`config.mk`:
```
export PLATFORM = sky130hd
export DESIGN_NAME = cache_mem_arbiter
export DESIGN_NICKNAME = d
export VERILOG_FILES = /design/src/rtl/cache_mem_arbiter_pkg.sv /design/src/rtl/arb_req_latch.sv /design/src/rtl/cache_mem_arbiter.sv
export SDC_FILE = /design/constraint.sdc
export NUM_CORES = 1
export LEC_CHECK = 0
export BUFFER_PORTS_ARGS = -buffer_cell sky130_fd_sc_hd__clkbuf_2
export CELL_PAD_IN_SITES_DETAIL_PLACEMENT = 0
export CELL_PAD_IN_SITES_GLOBAL_PLACEMENT = 1
export CORE_MARGIN = 2
export CORE_UTILIZATION = 37
export DETAILED_ROUTE_END_ITERATION = 10
export PLACE_DENSITY_LB_ADDON = 0.08
export SLEW_MARGIN = 10
export SYNTH_ARGS = -nofsm -noshare
export SYNTH_HDL_FRONTEND = slang
export SYNTH_SLANG_ARGS = --single-unit
```
`constraint.sdc`:
```
create_clock -name clk -period 9.3 [get_ports clk]
set_input_delay 1.86 -clock clk [delete_from_list [all_inputs] [get_ports clk]]
set_output_delay 1.86 -clock clk [all_outputs]
set_load 0.005 [all_outputs]
```
`src/rtl/cache_mem_arbiter_pkg.sv`:
```
// Shared definitions for the cache/memory arbiter: FSM state encodings,
// requester port indices and the burst-length helper.
package cache_mem_arbiter_pkg;

    typedef enum logic [1:0] {
        IDLE = 2'd0,
        BUSY = 2'd1,
        TURN = 2'd2
    } arb_state_t;

    // Requester port indices into the grant vector
    localparam logic PORT_DCACHE = 1'b0;
    localparam logic PORT_ICACHE = 1'b1;

    // A zero burst length from memory still moves one beat
    function automatic logic [15:0] eff_burstlen(input logic [15:0] len);
        return (len == 16'd0) ? 16'd1 : len;
    endfunction

endpackage

```
`src/rtl/arb_req_latch.sv`:
```
// Sticky per-port request latch: remembers the first read/write request
// seen while the port is not being served, until the arbiter grants it.
module arb_req_latch #(
    parameter int ADDRBITS = 32
) (
    input  logic                clk,
    input  logic                reset_n,
    input  logic                rdreq,
    input  logic                wrreq,
    input  logic [ADDRBITS-1:0] addr,
    input  logic                capture_en,
    input  logic                clear,
    output logic                pending,
    output logic                pend_rd,
    output logic [ADDRBITS-1:0] pend_addr
);

    logic take;

    // A new request is only taken when nothing is already held
    assign take = capture_en && (rdreq || wrreq) && !pending && !clear;

    // Pending flag and request type; clear (grant) has priority over capture
    always_ff @(posedge clk or negedge reset_n) begin
        if (!reset_n) begin
            pending <= 1'b0;
            pend_rd <= 1'b0;
        end else if (clear) begin
            pending <= 1'b0;
        end else if (take) begin
            pending <= 1'b1;
            pend_rd <= rdreq;
        end
    end

    // Burst start address, only meaningful while the flag is set
    always_ff @(posedge clk) begin
        if (take) begin
            pend_addr <= addr;
        end
    end

endmodule

```
`src/rtl/cache_mem_arbiter.sv`:
```
// Two-port (dcache / icache) arbiter in front of a single burst memory.
// Requests are latched, arbitrated round-robin, served as one burst, and
// followed by a single dead TURN cycle before the next arbitration.
module cache_mem_arbiter
    import cache_mem_arbiter_pkg::*;
#(
    parameter int ADDRBITS = 32,
    parameter int DATABITS = 32
) (
    input  logic                clk,
    input  logic                reset_n,

    input  logic [ADDRBITS-1:0] p0_addr,
    input  logic [DATABITS-1:0] p0_in,
    input  logic                p0_rdreq,
    input  logic                p0_wrreq,
    output logic [DATABITS-1:0] p0_out,
    output logic                p0_valid,
    output logic [15:0]         p0_burstlen,
    output logic                p0_grant,

    input  logic [ADDRBITS-1:0] p1_addr,
    input  logic [DATABITS-1:0] p1_in,
    input  logic                p1_rdreq,
    input  logic                p1_wrreq,
    output logic [DATABITS-1:0] p1_out,
    output logic                p1_valid,
    output logic [15:0]         p1_burstlen,
    output logic                p1_grant,

    output logic [ADDRBITS-1:0] mem_addr,
    output logic [DATABITS-1:0] mem_in,
    input  logic [DATABITS-1:0] mem_out,
    input  logic                mem_valid,
    input  logic [15:0]         mem_burstlen,
    output logic                mem_rdreq,
    output logic                mem_wrreq
);

    arb_state_t    state_q, state_nxt;
    logic [1:0]    grant_q, grant_nxt;
    logic          last_q, last_nxt;      // last granted port, 1 = icache
    logic [15:0]   cnt_q, cnt_nxt;
    logic [15:0]   len_q, len_nxt;
    logic          first_q, first_nxt;    // first BUSY cycle of a burst
    logic          rd_q, rd_nxt;          // current burst is a read
    logic          clr0, clr1;
    logic          sel;
    logic          beat;
    logic          gsel;

    logic                pend0, pend1;
    logic                pend_rd0, pend_rd1;
    logic [ADDRBITS-1:0] pend_addr0, pend_addr1;

    arb_req_latch #(.ADDRBITS(ADDRBITS)) u_latch0 (
        .clk        (clk),
        .reset_n    (reset_n),
        .rdreq      (p0_rdreq),
        .wrreq      (p0_wrreq),
        .addr       (p0_addr),
        .capture_en (!((state_q == BUSY) && grant_q[PORT_DCACHE])),
        .clear      (clr0),
        .pending    (pend0),
        .pend_rd    (pend_rd0),
        .pend_addr  (pend_addr0)
    );

    arb_req_latch #(.ADDRBITS(ADDRBITS)) u_latch1 (
        .clk        (clk),
        .reset_n    (reset_n),
        .rdreq      (p1_rdreq),
        .wrreq      (p1_wrreq),
        .addr       (p1_addr),
        .capture_en (!((state_q == BUSY) && grant_q[PORT_ICACHE])),
        .clear      (clr1),
        .pending    (pend1),
        .pend_rd    (pend_rd1),
        .pend_addr  (pend_addr1)
    );

    assign gsel = grant_q[PORT_ICACHE];

    // Reads advance on returned data, writes on each write strobe issued
    assign beat = (state_q == BUSY) && (rd_q ? mem_valid : mem_wrreq);

    // FSM and burst bookkeeping registers
    always_ff @(posedge clk or negedge reset_n) begin
        if (!reset_n) begin
            state_q <= IDLE;
            grant_q <= 2'b00;
            last_q  <= PORT_ICACHE;
            cnt_q   <= 16'd0;
            len_q   <= 16'd1;
            first_q <= 1'b0;
            rd_q    <= 1'b0;
        end else begin
            state_q <= state_nxt;
            grant_q <= grant_nxt;
            last_q  <= last_nxt;
            cnt_q   <= cnt_nxt;
            len_q   <= len_nxt;
            first_q <= first_nxt;
            rd_q    <= rd_nxt;
        end
    end

    // Next-state: arbitrate in IDLE, count beats in BUSY, one dead cycle in TURN
    always_comb begin
        state_nxt = state_q;
        grant_nxt = grant_q;
        last_nxt  = last_q;
        cnt_nxt   = cnt_q;
        len_nxt   = len_q;
        first_nxt = 1'b0;
        rd_nxt    = rd_q;
        clr0      = 1'b0;
        clr1      = 1'b0;
        sel       = 1'b0;
        case (state_q)
            IDLE: begin
                if (pend0 || pend1) begin
                    // On a tie the port not served last goes first
                    sel       = (pend0 && pend1) ? ~last_q : pend1;
                    grant_nxt = sel ? 2'b10 : 2'b01;
                    last_nxt  = sel;
                    state_nxt = BUSY;
                    first_nxt = 1'b1;
                    cnt_nxt   = 16'd0;
                    len_nxt   = eff_burstlen(mem_burstlen);
                    rd_nxt    = sel ? pend_rd1 : pend_rd0;
                    clr0      = ~sel;
                    clr1      = sel;
                end
            end
            BUSY: begin
                if (beat) begin
                    if (cnt_q == len_q - 16'd1) begin
                        grant_nxt = 2'b00;
                        state_nxt = TURN;
                    end else begin
                        cnt_nxt = cnt_q + 16'd1;
                    end
                end
            end
            TURN: begin
                state_nxt = IDLE;
            end
            default: begin
                state_nxt = IDLE;
                grant_nxt = 2'b00;
            end
        endcase
    end

    // Memory-side mux: latched request on the first BUSY cycle, live port after
    always_comb begin
        mem_addr  = '0;
        mem_in    = '0;
        mem_rdreq = 1'b0;
        mem_wrreq = 1'b0;
        if (state_q == BUSY) begin
            mem_in = gsel ? p1_in : p0_in;
            if (first_q) begin
                mem_addr  = gsel ? pend_addr1 : pend_addr0;
                mem_rdreq = rd_q;
                mem_wrreq = ~rd_q;
            end else begin
                mem_addr  = gsel ? p1_addr : p0_addr;
                mem_rdreq = gsel ? p1_rdreq : p0_rdreq;
                mem_wrreq = gsel ? p1_wrreq : p0_wrreq;
            end
        end
    end

    assign p0_grant    = grant_q[PORT_DCACHE];
    assign p1_grant    = grant_q[PORT_ICACHE];
    assign p0_valid    = p0_grant && mem_valid && (state_q == BUSY);
    assign p1_valid    = p1_grant && mem_valid && (state_q == BUSY);
    assign p0_out      = mem_out;
    assign p1_out      = mem_out;
    assign p0_burstlen = mem_burstlen;
    assign p1_burstlen = mem_burstlen;

endmodule

```
Word-level counts from Yosys, hierarchy flattened
Index checks and enable logic that the tools add are counted.

$add $sub $neg: 2. Equality and inequality tests: 7. Muxes and demuxes: 39. Bitwise logic cells: 6. Reductions and logical operators: 34.

Operator list (count): 32-bit two-way mux (6); 16-bit two-way mux (4); 16-bit case mux with 2 select lines (1); 1-bit two-way mux (19); 16-bit by 1-bit adder with 16-bit output (second input constant) (1); 16-bit equality test (1); 16-bit logical NOT (1); 16-bit by 1-bit subtractor with 16-bit output (second input constant) (1); 1-bit logical AND (14); 2-bit two-way mux (7); 4-bit AND reduction (2); 1-bit logical NOT (6); 2-bit != test (second input constant) (3); 1-bit NOT (6); 2-bit case mux with 3 select lines (1); 2-bit AND reduction (3); 2-bit nonzero test (3); 2-bit case mux with 2 select lines (1); 1-bit logical OR (3); 3-bit AND reduction (1); 2-bit by 1-bit equality test with 1-bit output (second input constant) (1); 2-bit equality test (second input constant) (1); 2-bit logical NOT (1); 2-bit by 1-bit != test with 1-bit output (second input constant) (1).

Flip-flop bits (word level): 107. Bits of input ports: 183. Output and inout port bits: 166. Logic and storage cells: 101.

Longest topological paths before layout
Depth in word-level cells: 9. Depth in mapped cells: 11. Mapped depth without buffers: 9.

Modules after synthesis
From an unflattened synthesis, not the netlist that was laid out.

Cells, all modules: 627. Area total of the unflattened synthesis: 6799.0 sq um.

By module, submodules not included: cache_mem_arbiter (instances 1, cells each 545, area an instance 4679.5 sq um, sequential area each 978.4 sq um); arb_req_latch (instances 2, cells each 41, area an instance 1059.8 sq um, sequential area each 1011.0 sq um).

Worst setup path before layout
Ideal clock, no wire load.

Path type: in2reg. Start: in p1_wrreq. End: reg u_latch1.pend_rd. Setup time: 127 ps. Arrival time: 4946 ps. Required time: 9173 ps. Setup slack: 4227 ps. Stages on the path: 3. Path buffers: 0. Cells stage by stage: nor2_1 -> a211oi_1 -> mux2_2.

Word-level cells in the longest chain between the ends: 5.

RTL lines: start: declaration (line cache_mem_arbiter.sv:25) `input logic p1_wrreq,`; 1-bit logical OR (line arb_req_latch.sv:21) `assign take = capture_en && (rdreq || wrreq) && !pending && !clear;`; 1-bit logical AND (3 in a row) (line arb_req_latch.sv:21); net u_latch1.take (line arb_req_latch.sv:18) `logic take;`; 2-bit AND reduction (no line); end signal: assignment (line arb_req_latch.sv:32) `pend_rd <= rdreq;`; end: declaration (line arb_req_latch.sv:14) `output logic pend_rd,`.

The timed path passes the listed nets, and every way through them passes these cells. A chain may end at the register's enable or synchronous reset.

Worst setup path after layout
Start: reg grant_q[1]. End: out mem_addr[27].

Word-level cells in the longest chain between the ends: 3. Elaborated cells on any way between the ends: 4. Classes of those cells: 4 x mux.

RTL lines: start: declaration (line cache_mem_arbiter.sv:41) `logic [1:0] grant_q, grant_nxt;`; start signal: assignment (line cache_mem_arbiter.sv:99) `grant_q <= grant_nxt;`; 32-bit two-way mux (on tied branches) (line cache_mem_arbiter.sv:169, cache_mem_arbiter.sv:165); 32-bit two-way mux (*) (line cache_mem_arbiter.sv:164) `if (first_q) begin`; 32-bit two-way mux (*) (line cache_mem_arbiter.sv:162) `if (state_q == BUSY) begin`; end: declaration (line cache_mem_arbiter.sv:31) `output logic [ADDRBITS-1:0] mem_addr,`.

Every way passes the cells marked *; elsewhere a longest branch is shown, timed or not.

==> run summary <==
flops & latches, synth - 107
Max Freq - 217 MHz
Post-Synthesis Cell Area - 0.00680 mm²
n_diodes - 0
Setup crit end kind - output port
Min Hold Slack - 468 ps
largest family of logic cells by synthesized area - simple AND/OR/NAND/NOR gates
Final Slew Violations - 0
Avg Inst Size Synth - 11.0 µm²
setup tns final - 0 ps
synth top area cells - edfxtp_1, dfrtp_1, buf_4, mux4_2, mux2i_1
TritonRoute pass-1 iters - 4
initial drt markers - 189
Synth Area in Simple Gates - 0.178
reg2reg path depth - 9
Clock H-tree levels - 3
Mapped Cells - 616
Synth Area in XOR/XNOR - 0.0206
GRT Total Usage - 0.169
hold wc startpoint - last_q
post-cts resize count - 0
Routed WL - 16.7 mm
antenna violations before repair - 0
adder-cell area share of the yosys netlist - 0.00368
GR met2 Demand/Resource - 0.283
clk sinks - 107
Die Ht - 140 µm
GRT Max-Usage Layer - met2
die area - 0.0195 mm²
Hold Path Class - reg -> reg
reg-to-reg critical path startpoint - len_q[1]
proportion of layout cells with a drive suffix above 1 - 0.425
PD cells - 273 mW/mm²
Least-Margin Pin Slew - 1090 ps
CTS tree - yes
first-pass GRT wire length - 26.5 mm
antenna viol nets, final - 0
min Tclk post-route - 4600 ps
Initial Util - 0.377
count of cell types in the netlist - 57
GR met3 Demand/Resource - 0.0399
worst setup path start - grant_q[1]
Max-Cap Viols - 0
via density per instance - 5.06
worst reg-to-reg setup slack - 5880 ps
main flop type after synthesis - edfxtp_1
count leader, synth - buf_4
compound-cell area share of the yosys netlist - 0.0502
routed length per instance - 16.8 µm
Crit path required time - 7440 ps
clk buf depth - 2
crit path DAT - 2740 ps
GP Congestion - 0.734
RSZ-0062 raised after global routing - no
TritonCTS Buffers - 9
Finish-stage setup viols - 0
Multi-input gate area - 0.00293 mm²
count of flip-flops with a built-in enable after synthesis - 64
Worst-Skew Late Latency - 350 ps
FF/Latch Area - 0.00300 mm²
post-synthesis mux area share - 0.175
Root Buffer - clkbuf_16
vias in the first global route - 4913
row count - 49
DR vias - 5022
R2R Path End - cnt_q[14]
Worst Path Max Fanout - 41
Port Buffers - 252
Seq/Total Area, Yosys - 0.441
Ys Warns - 0
cell leakage power - 3.45 nW
post-DP HPWL - 12.2 mm
crit path to - mem_addr[27]
Worst slew margin - 0.267
fin crit share - 0.494
Core ar. - 0.0180 mm²
I/O pins - 349
largest net degree at the start of global routing - 44
skew final - 9.83 ps
CTS Hold Buffers Added - 0
Setup Crit Path Kind - reg -> out
post-synth top area share - 0.283
# Post-CTS Setup Buffers - 0
area grow syn2layout - 15.7%
Synth top cells by count - buf_4, nand2_1, edfxtp_1
area leader, netlist - edfxtp_1
Async SR Flop Fraction - 0.402
chip width - 140 µm
Worst-path clk slew - 80 ps
Synthesized Nets - 801
met1 Track Usage GR - 0.223
count of unresolved DRC violations after routing - 0
Fin. Hold Viols - 0
Final #Nets - 943
# fillers - 1751
VDD IR max - 0.000132 V
grt ovf - 0
status - completed
CP Launch Type - flip-flop
-- layer usage --
layer / share of wire / vias up
met5: 0 / -
met4: 0.012 / 0
met3: 0.056 / 28
met2: 0.48 / 171
met1: 0.45 / 2426
li1: - / 2397
-- critical path, stage by stage (launching register included) --
cell and delay (ps):
dfrtp_4 840, buf_4 630, mux4_2 590, and2_1 180, clkbuf_2 120
-- cell families (layout without fill, tap and decap cells) --
family,Yosys count,count (layout)
muxes,78,78
adders and majority gates,2,2
and+or+nand+nor,228,228
buffers and inverters,136,283
DFF,107,107
AOI/OAI and AO/OA,49,49
xor gates and xnor gates,16,16
-- placed cells by master (no fill, tap or decap), drive strengths merged, types with 5 or more instances in the layout --
master | Yosys | routed
and3 | 6 | 6
buf | 108 | 7
clkbuf | 20 | 262
inv | 8 | 12
xor2 | 6 | 6
mux2i | 43 | 43
a21oi | 10 | 10
nand2b | 12 | 12
xnor2 | 10 | 10
nor2b | 6 | 6
edfxtp | 64 | 64
nor2 | 44 | 44
nor3 | 9 | 9
and2 | 33 | 33
mux4 | 32 | 32
or3 | 5 | 5
nand2 | 67 | 67
nor4 | 11 | 11
or4 | 9 | 9
dfrtp | 41 | 41
o31ai | 5 | 5
nand3 | 9 | 9
nand4 | 5 | 5
o21ai | 12 | 12
-- layout make-up --
cell class	count	area share
Sequential cell	107	0.382
Multi-Input combinational cell	373	0.372
Clock buffer	10	0.0291
Inverter	8	0.00382
Clock inverter	6	0.00970
Timing Repair Buffer	259	0.167
Tap cell	229	0.0364
-- state kept, by name, summed over array words and instances (netlist names), 2 cells and up --
signal and flops:
u_latch0.pend_addr 32, len_q 16, grant_q 2, cnt_q 16, state_q 2, u_latch1.pend_addr 32
-- metrics by stage --
step | util | setup WS (ps) | total power [mW] | cell area [µm²] | instances
6_report | 0.436 | 4700 | 2.15 | 7870 | 992
5_1_grt | 0.436 | 4490 | 2.32 | 7870 | 992
4_1_cts | 0.436 | 4590 | 2.19 | 7870 | 992
3_5_place_dp | 0.419 | 4720 | 1.79 | 7560 | 976
3_3_place_gp | 0.419 | 4730 | 1.77 | 7560 | 976
2_1_floorplan | - | 4230 | 1.46 | 6800 | 616
-- where the power goes --
group | total (mW) | internal (mW) | switching (mW)
Clock | 0.399 | 0.215 | 0.185
Sequential | 0.780 | 0.643 | 0.136
Combinational | 0.972 | 0.485 | 0.487
-- worst min-delay path by stage --
stage / endpoint / depth (start not counted)
after floorplan: last_q / 2
after global placement: last_q / 2
after detailed placement: last_q / 2
after CTS: last_q / 2
after global routing: last_q / 2
final: last_q / 2
Note: power is estimated with default switching activity, not from simulation.
